File: config.mk
export PLATFORM = sky130hd
export DESIGN_NAME = game_session_controller_flat
export DESIGN_NICKNAME = d
export VERILOG_FILES = /design/src/rtl/game_pkg.sv /design/src/rtl/game_session_controller_if.sv /design/src/rtl/ghost_tile_hit.sv /design/src/rtl/game_session_controller.sv /design/src/flat_wrapper.sv
export SDC_FILE = /design/constraint.sdc
export NUM_CORES = 1
export LEC_CHECK = 0
export CORE_MARGIN = 1.5
export CORE_UTILIZATION = 49
export DETAILED_ROUTE_END_ITERATION = 6
export MAX_ROUTING_LAYER = met4
export PLACE_DENSITY_LB_ADDON = 0.3
export REMOVE_ABC_BUFFERS = 1
export SLEW_MARGIN = 20
export SYNTH_ARGS = -nofsm -noshare
export SYNTH_HDL_FRONTEND = slang
export SYNTH_SLANG_ARGS = --single-unit
File: constraint.sdc
create_clock -name clk -period 4.2 [get_ports clk]
set_input_delay 0.42 -clock clk [delete_from_list [all_inputs] [get_ports clk]]
set_output_delay 0.42 -clock clk [all_outputs]
set_load 0.1 [all_outputs]
File: src/rtl/game_pkg.sv
// Shared definitions for the game session controller slice.
// Contents:
//   game_state_t : FSM state encodings (IDLE=0 .. OVER=5), also exported on the state port
//   dir_t        : one-hot sprite direction codes used by the movement units
//   LIVES_W      : width of the lives counter
//   LEVEL_W      : width of the level counter
//   next_level() : level advance with wrap from 15 back to 1
package game_pkg;

  localparam int LIVES_W = 3;
  localparam int LEVEL_W = 4;

  typedef enum logic [2:0] {
    IDLE  = 3'd0,
    READY = 3'd1,
    PLAY  = 3'd2,
    DYING = 3'd3,
    CLEAR = 3'd4,
    OVER  = 3'd5
  } game_state_t;

  typedef enum logic [3:0] {
    RIGHT = 4'b0001,
    UP    = 4'b0010,
    DOWN  = 4'b0100,
    LEFT  = 4'b1000
  } dir_t;

  // Level 0 is never used, so the wrap skips it.
  function automatic logic [LEVEL_W-1:0] next_level(input logic [LEVEL_W-1:0] lvl);
    return (lvl == {LEVEL_W{1'b1}}) ? LEVEL_W'(1) : lvl + LEVEL_W'(1);
  endfunction

endpackage

File: src/rtl/game_session_controller_if.sv
// Bus between the game session controller and its surroundings.
// Inputs to the controller (driven by the master side):
//   tick, start, food_eaten    : strobes / level request
//   pacman_x, pacman_y         : pacman pixel position
//   ghost_x, ghost_y           : packed ghost pixel positions, ghost 0 in the LSBs
// Outputs of the controller (driven by the slave side):
//   state, move_en, respawn, hit_vec, lives, level, score, game_over
interface game_session_controller_if
  import game_pkg::*;
#(
  parameter int N_GHOSTS = 4,
  parameter int POS_X_W  = 11,
  parameter int POS_Y_W  = 10,
  parameter int SCORE_W  = 12
);

  logic                          tick;
  logic                          start;
  logic                          food_eaten;
  logic [POS_X_W-1:0]            pacman_x;
  logic [POS_Y_W-1:0]            pacman_y;
  logic [N_GHOSTS*POS_X_W-1:0]   ghost_x;
  logic [N_GHOSTS*POS_Y_W-1:0]   ghost_y;

  logic [2:0]                    state;
  logic                          move_en;
  logic                          respawn;
  logic [N_GHOSTS-1:0]           hit_vec;
  logic [LIVES_W-1:0]            lives;
  logic [LEVEL_W-1:0]            level;
  logic [SCORE_W-1:0]            score;
  logic                          game_over;

  modport master (
    output tick, start, food_eaten, pacman_x, pacman_y, ghost_x, ghost_y,
    input  state, move_en, respawn, hit_vec, lives, level, score, game_over
  );

  modport slave (
    input  tick, start, food_eaten, pacman_x, pacman_y, ghost_x, ghost_y,
    output state, move_en, respawn, hit_vec, lives, level, score, game_over
  );

endinterface

File: src/rtl/ghost_tile_hit.sv
// Tile-level collision detector for one ghost.
// Ports:
//   clk, rst (async, active-low)
//   pacman_x/pacman_y : pacman pixel position
//   ghost_x/ghost_y   : this ghost's pixel position
//   hit               : registered flag, high when both share a tile
module ghost_tile_hit #(
  parameter int POS_X_W    = 11,
  parameter int POS_Y_W    = 10,
  parameter int TILE_SHIFT = 4
) (
  input  logic               clk,
  input  logic               rst,
  input  logic [POS_X_W-1:0] pacman_x,
  input  logic [POS_Y_W-1:0] pacman_y,
  input  logic [POS_X_W-1:0] ghost_x,
  input  logic [POS_Y_W-1:0] ghost_y,
  output logic               hit
);

  // Dropping the in-tile offset bits leaves the tile coordinate.
  always_ff @(posedge clk or negedge rst) begin
    if (!rst) begin
      hit <= 1'b0;
    end else begin
      hit <= ((pacman_x >> TILE_SHIFT) == (ghost_x >> TILE_SHIFT)) &&
             ((pacman_y >> TILE_SHIFT) == (ghost_y >> TILE_SHIFT));
    end
  end

endmodule

File: src/rtl/game_session_controller.sv
// Game session controller: sequences IDLE/READY/PLAY/DYING/CLEAR/OVER and owns
// lives, level, score and the remaining-food count of a play session.
// Ports:
//   clk  : system clock
//   rst  : asynchronous, active-low reset
//   bus  : game_session_controller_if.slave (strobes, positions in; state,
//          move_en, respawn, hit_vec, lives, level, score, game_over out)
// Configuration macro:
//   GSC_EXTRA_LIFE_EN : when defined, one bonus life per session the first time
//                       score reaches EXTRA_LIFE_SCORE (lives saturate at 7).
module game_session_controller
  import game_pkg::*;
#(
  parameter int N_GHOSTS         = 4,
  parameter int POS_X_W          = 11,
  parameter int POS_Y_W          = 10,
  parameter int TILE_SHIFT       = 4,
  parameter int SCORE_W          = 12,
  parameter int FOOD_TOTAL       = 300,
  parameter int LIVES_INIT       = 3,
  parameter int READY_TICKS      = 120,
  parameter int DYING_TICKS      = 60,
  parameter int EXTRA_LIFE_SCORE = 1000
) (
  input  logic                      clk,
  input  logic                      rst,
  game_session_controller_if.slave  bus
);

  localparam int                  PHASE_W     = 16;
  localparam int                  FOOD_W      = 12;
  localparam logic [PHASE_W-1:0]  READY_LAST  = PHASE_W'(READY_TICKS - 1);
  localparam logic [PHASE_W-1:0]  DYING_LAST  = PHASE_W'(DYING_TICKS - 1);
  localparam logic [FOOD_W-1:0]   FOOD_INIT   = FOOD_W'(FOOD_TOTAL);
  localparam logic [LIVES_W-1:0]  LIVES_RESET = LIVES_W'(LIVES_INIT);
  localparam logic [LIVES_W-1:0]  LIVES_MAX   = {LIVES_W{1'b1}};
  localparam logic [SCORE_W-1:0]  SCORE_MAX   = {SCORE_W{1'b1}};

  game_state_t          state_q;
  logic                 move_en_q;
  logic                 respawn_q;
  logic                 game_over_q;
  logic [LIVES_W-1:0]   lives_q;
  logic [LEVEL_W-1:0]   level_q;
  logic [SCORE_W-1:0]   score_q;
  logic [FOOD_W-1:0]    food_left;
  logic [PHASE_W-1:0]   phase;
  logic                 start_armed;
  logic [N_GHOSTS-1:0]  hit_q;
  logic                 any_hit;

  logic                 food_take;
  logic [SCORE_W-1:0]   score_next;
  logic [FOOD_W-1:0]    food_next;
  logic                 extra_life;
  logic [LIVES_W-1:0]   lives_play;
  logic                 begin_session;

  // One registered tile comparator per ghost.
  for (genvar i = 0; i < N_GHOSTS; i++) begin : g_hit
    ghost_tile_hit #(
      .POS_X_W    (POS_X_W),
      .POS_Y_W    (POS_Y_W),
      .TILE_SHIFT (TILE_SHIFT)
    ) u_hit (
      .clk      (clk),
      .rst      (rst),
      .pacman_x (bus.pacman_x),
      .pacman_y (bus.pacman_y),
      .ghost_x  (bus.ghost_x[i*POS_X_W +: POS_X_W]),
      .ghost_y  (bus.ghost_y[i*POS_Y_W +: POS_Y_W]),
      .hit      (hit_q[i])
    );
  end

  assign any_hit = |hit_q;

`ifdef GSC_EXTRA_LIFE_EN
  localparam logic [SCORE_W-1:0] XL_SCORE = SCORE_W'(EXTRA_LIFE_SCORE);
  logic bonus_given;

  // Sticky once-per-session bonus flag; it only rearms when a new session starts.
  always_ff @(posedge clk or negedge rst) begin
    if (!rst) begin
      bonus_given <= 1'b0;
    end else if (begin_session || state_q == IDLE) begin
      bonus_given <= 1'b0;
    end else if (extra_life) begin
      bonus_given <= 1'b1;
    end
  end
`else
  logic unused_cfg;
  assign unused_cfg = (EXTRA_LIFE_SCORE == 0);
`endif

  // Pellet bookkeeping and lives arithmetic for the PLAY state. A pellet
  // landing together with a hit is still scored; the hit decides the transition.
  always_comb begin
    food_take  = (state_q == PLAY) && bus.food_eaten;
    score_next = score_q;
    food_next  = food_left;
    if (food_take && score_q != SCORE_MAX) score_next = score_q + SCORE_W'(1);
    if (food_take && food_left != '0)      food_next  = food_left - FOOD_W'(1);

    extra_life = 1'b0;
`ifdef GSC_EXTRA_LIFE_EN
    if (!bonus_given && score_q < XL_SCORE && score_next >= XL_SCORE) extra_life = 1'b1;
`endif

    lives_play = lives_q;
    if (any_hit && lives_q != '0)            lives_play = lives_q - LIVES_W'(1);
    if (extra_life && lives_play != LIVES_MAX) lives_play = lives_play + LIVES_W'(1);

    // OVER only restarts on a fresh rising start, tracked by start_armed.
    begin_session = ((state_q == IDLE) && bus.start) ||
                    ((state_q == OVER) && start_armed && bus.start);
  end

  // Session FSM with registered outputs; phase restarts at every state change.
  always_ff @(posedge clk or negedge rst) begin
    if (!rst) begin
      state_q     <= IDLE;
      move_en_q   <= 1'b0;
      respawn_q   <= 1'b0;
      game_over_q <= 1'b0;
      lives_q     <= LIVES_RESET;
      level_q     <= LEVEL_W'(1);
      score_q     <= '0;
      food_left   <= FOOD_INIT;
      phase       <= '0;
      start_armed <= 1'b0;
    end else begin
      respawn_q <= 1'b0;
      if (begin_session) begin
        state_q     <= READY;
        respawn_q   <= 1'b1;
        move_en_q   <= 1'b0;
        game_over_q <= 1'b0;
        score_q     <= '0;
        lives_q     <= LIVES_RESET;
        level_q     <= LEVEL_W'(1);
        food_left   <= FOOD_INIT;
        phase       <= '0;
        start_armed <= 1'b0;
      end else begin
        case (state_q)
          IDLE: begin
          end
          READY: begin
            if (bus.tick) begin
              if (phase == READY_LAST) begin
                state_q   <= PLAY;
                move_en_q <= 1'b1;
                phase     <= '0;
              end else begin
                phase <= phase + PHASE_W'(1);
              end
            end
          end
          PLAY: begin
            score_q   <= score_next;
            food_left <= food_next;
            lives_q   <= lives_play;
            if (any_hit) begin
              state_q   <= DYING;
              move_en_q <= 1'b0;
              phase     <= '0;
            end else if (food_left == '0) begin
              state_q   <= CLEAR;
              move_en_q <= 1'b0;
              phase     <= '0;
            end
          end
          DYING: begin
            if (bus.tick) begin
              if (phase == DYING_LAST) begin
                phase <= '0;
                if (lives_q == '0) begin
                  state_q     <= OVER;
                  game_over_q <= 1'b1;
                  start_armed <= 1'b0;
                end else begin
                  state_q   <= READY;
                  respawn_q <= 1'b1;
                end
              end else begin
                phase <= phase + PHASE_W'(1);
              end
            end
          end
          CLEAR: begin
            if (bus.tick) begin
              if (phase == DYING_LAST) begin
                phase     <= '0;
                level_q   <= next_level(level_q);
                food_left <= FOOD_INIT;
                state_q   <= READY;
                respawn_q <= 1'b1;
              end else begin
                phase <= phase + PHASE_W'(1);
              end
            end
          end
          OVER: begin
            if (!bus.start) start_armed <= 1'b1;
          end
          default: begin
            state_q <= IDLE;
          end
        endcase
      end
    end
  end

  assign bus.state     = state_q;
  assign bus.move_en   = move_en_q;
  assign bus.respawn   = respawn_q;
  assign bus.hit_vec   = hit_q;
  assign bus.lives     = lives_q;
  assign bus.level     = level_q;
  assign bus.score     = score_q;
  assign bus.game_over = game_over_q;

endmodule

File: src/flat_wrapper.sv
// flat-port wrapper written by rule: the top's interface ports become plain ports
module game_session_controller_flat import game_pkg::*;
#(
  parameter int N_GHOSTS         = 4,
  parameter int POS_X_W          = 11,
  parameter int POS_Y_W          = 10,
  parameter int TILE_SHIFT       = 4,
  parameter int SCORE_W          = 12,
  parameter int FOOD_TOTAL       = 300,
  parameter int LIVES_INIT       = 3,
  parameter int READY_TICKS      = 120,
  parameter int DYING_TICKS      = 60,
  parameter int EXTRA_LIFE_SCORE = 1000
)
  (clk, rst, bus_tick, bus_start, bus_food_eaten, bus_pacman_x, bus_pacman_y, bus_ghost_x, bus_ghost_y, bus_state, bus_move_en, bus_respawn, bus_hit_vec, bus_lives, bus_level, bus_score, bus_game_over);
  game_session_controller_if #(.N_GHOSTS(N_GHOSTS), .POS_X_W(POS_X_W), .POS_Y_W(POS_Y_W), .SCORE_W(SCORE_W)) bus_i ();
  input  logic clk;
  input  logic rst;
  input wire logic [$bits(bus_i.tick)-1:0] bus_tick;
  input wire logic [$bits(bus_i.start)-1:0] bus_start;
  input wire logic [$bits(bus_i.food_eaten)-1:0] bus_food_eaten;
  input wire logic [$bits(bus_i.pacman_x)-1:0] bus_pacman_x;
  input wire logic [$bits(bus_i.pacman_y)-1:0] bus_pacman_y;
  input wire logic [$bits(bus_i.ghost_x)-1:0] bus_ghost_x;
  input wire logic [$bits(bus_i.ghost_y)-1:0] bus_ghost_y;
  output wire logic [$bits(bus_i.state)-1:0] bus_state;
  output wire logic [$bits(bus_i.move_en)-1:0] bus_move_en;
  output wire logic [$bits(bus_i.respawn)-1:0] bus_respawn;
  output wire logic [$bits(bus_i.hit_vec)-1:0] bus_hit_vec;
  output wire logic [$bits(bus_i.lives)-1:0] bus_lives;
  output wire logic [$bits(bus_i.level)-1:0] bus_level;
  output wire logic [$bits(bus_i.score)-1:0] bus_score;
  output wire logic [$bits(bus_i.game_over)-1:0] bus_game_over;
  assign bus_i.tick = bus_tick;
  assign bus_i.start = bus_start;
  assign bus_i.food_eaten = bus_food_eaten;
  assign bus_i.pacman_x = bus_pacman_x;
  assign bus_i.pacman_y = bus_pacman_y;
  assign bus_i.ghost_x = bus_ghost_x;
  assign bus_i.ghost_y = bus_ghost_y;
  assign bus_state = bus_i.state;
  assign bus_move_en = bus_i.move_en;
  assign bus_respawn = bus_i.respawn;
  assign bus_hit_vec = bus_i.hit_vec;
  assign bus_lives = bus_i.lives;
  assign bus_level = bus_i.level;
  assign bus_score = bus_i.score;
  assign bus_game_over = bus_i.game_over;
  game_session_controller #(.N_GHOSTS(N_GHOSTS), .POS_X_W(POS_X_W), .POS_Y_W(POS_Y_W), .TILE_SHIFT(TILE_SHIFT), .SCORE_W(SCORE_W), .FOOD_TOTAL(FOOD_TOTAL), .LIVES_INIT(LIVES_INIT), .READY_TICKS(READY_TICKS), .DYING_TICKS(DYING_TICKS), .EXTRA_LIFE_SCORE(EXTRA_LIFE_SCORE)) u_core (.clk(clk), .rst(rst), .bus(bus_i));
endmodule
==> flow_summary.toml, run 1 <==
[status]
status = "finished, final reports clean"

[finish]
final_common_cell = "clkdlybuf4s50_1"
drive_above_1_share_pct = 7.21
final_cell_mix = "clkdlybuf4s50_1 (97), dfrtp_1 (51), nand2_1 (46), nor2_1 (38), xnor2_1 (36)"
area_delta_synth_final_pct = 32.0
fin_util_pct = 66.2
fin_cells = 629
insertedDiodeCount = 0
nNetsFinal = 640
num-fill-cells = 636

[grt]
grt_pass1_wl_um = 16100
grt_max_degree = 32
gr-total-overflow = 0
antenna_found_initial = 0
grt_use_total_pct = 24.9
grt_pass1_vias = 3467

[timing]
max_freq_ghz = 0.357
fin_tns_setup_ns = 0
slew_viol_final = 0
finalHoldViolCount = 0
rsz0062_at_grt = "no"
hold_ws_ns = 0.0998
worst_pin_slew_ns = 1.00
skew_ns = 0.00585
final.min_clock_period_ns = 2.80
setup_viol = 0
fin_crit_sh_pct = 66.7
max_slew_margin_pct = 33.1

[clocking]
cts_root_buffer = "clkbuf_8"
cts_tree = "built"
path_clk_slew_ns = 0.07
clk_latency_ns = 0.34
clkSinkCount = 58
htree_levels = 3
cts_made_buffers = 9
cts_buffer_depth = 2
post_cts_buffers = 0
cts_resized = 0
postCtsHoldBufs = 0

[die]
die_h_um = 91.7
start_util_pct = 50.1
ios = 139
fp.coreArea_sq_um = 7690
die-area_sq_um = 8410
rows = 32
die-width_um = 91.7

[critical_path]
path_max_fanout = 10
cp_slowest_cell = "or4_1"
cp.arrival_ns = 3.00
reg2regPathDepth = 6
r2r_end = "u_core.phase[12]"
start_kind = "flip-flop"
path_buf_inv = 0
cp.required_ns = 4.40
critical_path.endpoint_type = "flip-flop"
critPathTopFamily = "simple AND/OR/NAND/NOR gates"
critical_path_class = "reg -> reg"
crit_path_cell_trace = "or4_1, nor4_1, o21ai_0, o22a_1, nand2b_2, o211ai_1"
cp_slowest_stage_delay_ns = 0.62
timing.rr.start = "u_core.phase[8]"
r2r_slack_ns = 1.40

[yosys]
synthDistinctLibCells = 58
syn_area_sq_um = 3850
synth.area.top_cells = "dfrtp_1 (33%), xnor2_1 (8.2%), xor2_1 (7.7%)"
synth_top_area_cell = "dfrtp_1"
yosysWarnings = 0
synth_edf_count = 0
ys.flop_type = "dfrtp_1"
avgSynthCellArea_sq_um = 8.99
ys_async_sr_fraction_pct = 100
ys_seq_elements = 58
synth.top_cell.area_share_pct = 33.1
synth-seq-area-share_pct = 37.9
netlist_instances = 429

[route]
routed_wl_um = 9290
dr_total_vias = 3549
drt_iter0_drc = 270
ant_nets = 0
avgViaCountPerCell = 5.64
drc_errors = 0
first_pass_iters = 4
wl_per_cell_um = 14.8

[power]
power_mw = 2.66
cellPowerDensity_nw_per_um2 = 522
p_leak_nw = 1.99
peakVddDrop_mv = 0.274

[job]
cap_violations = 0

[placement]
dp_cells = 614
dp.final_hpwl_um = 7120
io_buffers = 98
gp_congestion = 0.879

[min_path]
hp-class = "in -> async"
[flip-flops by register name, indices dropped and copies added, names as in the netlist]
signal	count
u_core.bus.game_over	1
u_core.bus.level	4
u_core.bus.lives	3
u_core.bus.move_en	1
u_core.bus.respawn	1
u_core.bus.score	12
u_core.bus.state	3
u_core.food_left	12
u_core.g_hit.u_hit.hit	4
u_core.phase	16
u_core.start_armed	1
[cell type report]
| cell class | count | area, sq um | area share (%) |
|---|---|---|---|
| Multi-Input combinational cell | 344 | 2270 | 44.6 |
| Sequential cell | 58 | 1460 | 28.7 |
| Timing Repair Buffer | 100 | 991 | 19.5 |
| Clock buffer | 13 | 169 | 3.32 |
| Tap cell | 102 | 128 | 2.51 |
| Inverter | 10 | 37.5 | 0.738 |
| Clock inverter | 2 | 35.0 | 0.688 |
[cells by family after synthesis]
logic type / synth area share [%]
simple gates: 26.2
xor+xnor: 15.9
buf+inv: 3.28
compound gates: 12.8
mux: 1.66
fa+ha+maj: 2.27
flops: 37.9
[routing by layer]
metal	up-vias	wire length (um)	part of all wire [%]	GRT usage [%]
li1	1718	-	-	-
met1	1678	3770	41	29.7
met2	139	4690	50	41.7
met3	14	647	7.0	3.98
met4	0	187	2.0	11.2
met5	-	0	0	-
[synthesized netlist by cell type (all sizes together), types with 5 or more instances]
cell / instances
o31ai: 8
o21ai: 17
nand3: 23
buf: 8
nand2: 46
a21oi: 12
nor3: 15
xnor2: 36
clkbuf: 9
nand4: 16
ha: 7
inv: 10
and2: 5
dfrtp: 51
nor2b: 6
xor2: 34
dfstp: 7
nor4: 12
nor2: 39
or3: 8
[worst max path at each step]
stage / from / cells past startpoint / endpoint / slack [ns]
floorplan: u_core.bus.state[2] / 6 / u_core.bus.state[2] / 1.39
global placement: bus_start / 7 / u_core.food_left[8] / 1.32
detailed placement: bus_start / 7 / u_core.food_left[8] / 1.33
CTS: u_core.phase[8] / 6 / u_core.phase[12] / 1.42
global route: u_core.phase[8] / 6 / u_core.phase[6] / 1.18
finish: u_core.phase[8] / 6 / u_core.phase[12] / 1.40
[power breakdown]
| part | total, mW | switching, mW | internal, mW |
|---|---|---|---|
| sequential | 0.870 | 0.182 | 0.688 |
| combinational | 1.25 | 0.801 | 0.452 |
| clock | 0.533 | 0.215 | 0.319 |
| total | 2.66 | 1.20 | 1.46 |
[per-stage QoR]
| stage | area (sq um) | setup slack [ns] |
|---|---|---|
| after global routing | 5090 | 1.18 |
| final | 5090 | 1.40 |
| after global placement | 4880 | 1.32 |
| after floorplan | 3770 | 1.39 |
| after detailed placement | 4880 | 1.33 |
| after CTS | 5090 | 1.42 |
Note: power is estimated with default switching activity, not from simulation.
==> inputs of run 2 (changes only) <==
Settings changed: CORE_UTILIZATION 49 to 41.
Clock period 4.2 ns to 2.5 ns, I/O delays scaled along.
==> run 2 against run 1 <==
Compared with the run above:
- via count up 2.2%
- power up 78%
- fmax up 16%
- clock skew up 0.0012 ns
- die area up 19%
- sequential cell count unchanged
- wire length up 3.5%
- global-route usage down 4.6 points
- critical endpoint is now u_core.phase[11]
- largest cell class unchanged
- largest power group unchanged
- highest routed layer unchanged
==> flow_summary.toml, run 2 (synthesized netlist as in run 1, its figures left out) <==
[critical_path]
start_kind = "flip-flop"
critical_path.endpoint_type = "flip-flop"
cp_slowest_stage_delay_ns = 0.53
critical_path_class = "reg -> reg"
cp.arrival_ns = 2.69
cp.required_ns = 2.77
critPathTopFamily = "simple AND/OR/NAND/NOR gates"
crit_path_cell_trace = "inv_1, ha_1, or3b_4, nor4_4, o22a_4, o211ai_4, or4b_1, a21oi_1"
cp_slowest_cell = "or4b_1"
path_max_fanout = 8
path_buf_inv = 1

[placement]
io_buffers = 98
gp_congestion = 0.889
dp.final_hpwl_um = 7490
dp_cells = 649
post-place-ws_ns = 0.0760

[clocking]
cts_tree = "built"
clk_latency_ns = 0.34
path_clk_slew_ns = 0.07
htree_levels = 3
cts_made_buffers = 9
clkSinkCount = 58
cts_buffer_depth = 2
cts_root_buffer = "clkbuf_8"

[finish]
insertedDiodeCount = 0
fin_cells = 668
area_delta_synth_final_pct = 37.0
final_cell_mix = "clkdlybuf4s50_1 (68), buf_4 (58), dfrtp_1 (51), nand2_1 (46), nor2_1 (37)"
registers.top_by_ff_count = "u_core.phase"
nNetsFinal = 669
drive_above_1_share_pct = 18.5
final_common_cell = "clkdlybuf4s50_1"
largest_reg_flops = 16

[power]
power_mw = 4.73
peakVddDrop_mv = 0.511
p_leak_nw = 2.19
cellPowerDensity_nw_per_um2 = 896

[die]
fp.coreArea_sq_um = 9200
start_util_pct = 41.9
die-area_sq_um = 9990
rows = 35
die_h_um = 100
die-width_um = 100
ios = 139

[grt]
grt_use_total_pct = 20.3
grt_pass1_wl_um = 15800
grt_max_degree = 22
antenna_found_initial = 0
grt_pass1_vias = 3511
gr-total-overflow = 0

[route]
avgViaCountPerCell = 5.43
drc_errors = 0
dr_total_vias = 3628
wl_per_cell_um = 14.4
first_pass_iters = 4
routed_wl_um = 9620
ant_nets = 0
drt_iter0_drc = 122

[status]
status = "finished, final reports clean"

[timing]
rsz0062_at_grt = "no"
fin_crit_sh_pct = 96.8
final.min_clock_period_ns = 2.42
skew_ns = 0.00703
finalHoldViolCount = 0
slew_viol_final = 0
worst_pin_slew_ns = 0.550
max_freq_ghz = 0.413
setup_slack_ns = 0.0812
max_slew_margin_pct = 63.3
setup_viol = 0

[job]
cap_violations = 0

[min_path]
hp-class = "in -> async"
## run 2: path summary, 6_finish.rpt
check                      slack, ns                  end                 from  depth (start not counted)
hold reg to reg                 0.51  u_core.food_left[0]  u_core.food_left[0]                          1
hold / removal                  0.38  u_core.food_left[4]                  rst                          2
min in group clk                0.51  u_core.food_left[0]  u_core.food_left[0]                          1
setup reg to reg                0.08     u_core.phase[11]  u_core.food_left[0]                          8
max in group asynchronous       1.42  u_core.bus.lives[0]                  rst                          3
setup / recovery                0.08     u_core.phase[11]  u_core.food_left[0]                          8
## run 2: layout make-up
class                   count  area [sq um]
inverters                  10          37.5
multi-input cells         344          2300
clock inverters             5          52.6
fillers                   844          3920
clock buffers              11           151
repair buffers            129          1140
flip-flops and latches     58          1460
well taps                 111           139
## run 2: per-stage QoR
stage / utilization (%) / hold WS [ns] / area, sq um / TNS (ns)
after floorplan: - / -0.0456 / 3770 / -2.30
after global placement: 54.6 / 0.221 / 5020 / 0
after detailed placement: 54.6 / 0.230 / 5020 / 0
after CTS: 56.9 / 0.393 / 5230 / 0
after global routing: 57.4 / 0.431 / 5280 / 0
final: 57.4 / 0.383 / 5280 / 0
## run 2: power breakdown
| group | switching (mW) | total [mW] | leakage, nW | internal (mW) |
|---|---|---|---|---|
| clock | 0.381 | 0.890 | 0.105 | 0.509 |
| combinational | 1.46 | 2.42 | 1.31 | 0.965 |
| sequential | 0.263 | 1.42 | 0.773 | 1.16 |
## run 2: worst reg2reg max path: stages (launching register included)
cell,delay [ns]
dfrtp_1,0.40
inv_1,0.09
ha_1,0.15
or3b_4,0.38
nor4_4,0.31
o22a_4,0.21
o211ai_4,0.12
or4b_1,0.53
a21oi_1,0.15
## run 2: per-layer routing
layer / global-route usage (%) / share of wire (%) / vias to the layer above
li1: - / - / 1781
met4: 8.67 / 2.8 / 0
met5: - / 0 / -
met2: 34.9 / 50 / 136
met1: 23.3 / 42 / 1690
met3: 3.62 / 5.8 / 21
## run 2: timing repair
action                                  4_1_cts  5_1_grt
gates resized for setup                       0       10
setup buffers                                 0        2
endpoints found under the hold margin        16        0
hold buffers                                  1        0
endpoints found under the setup margin        0       11
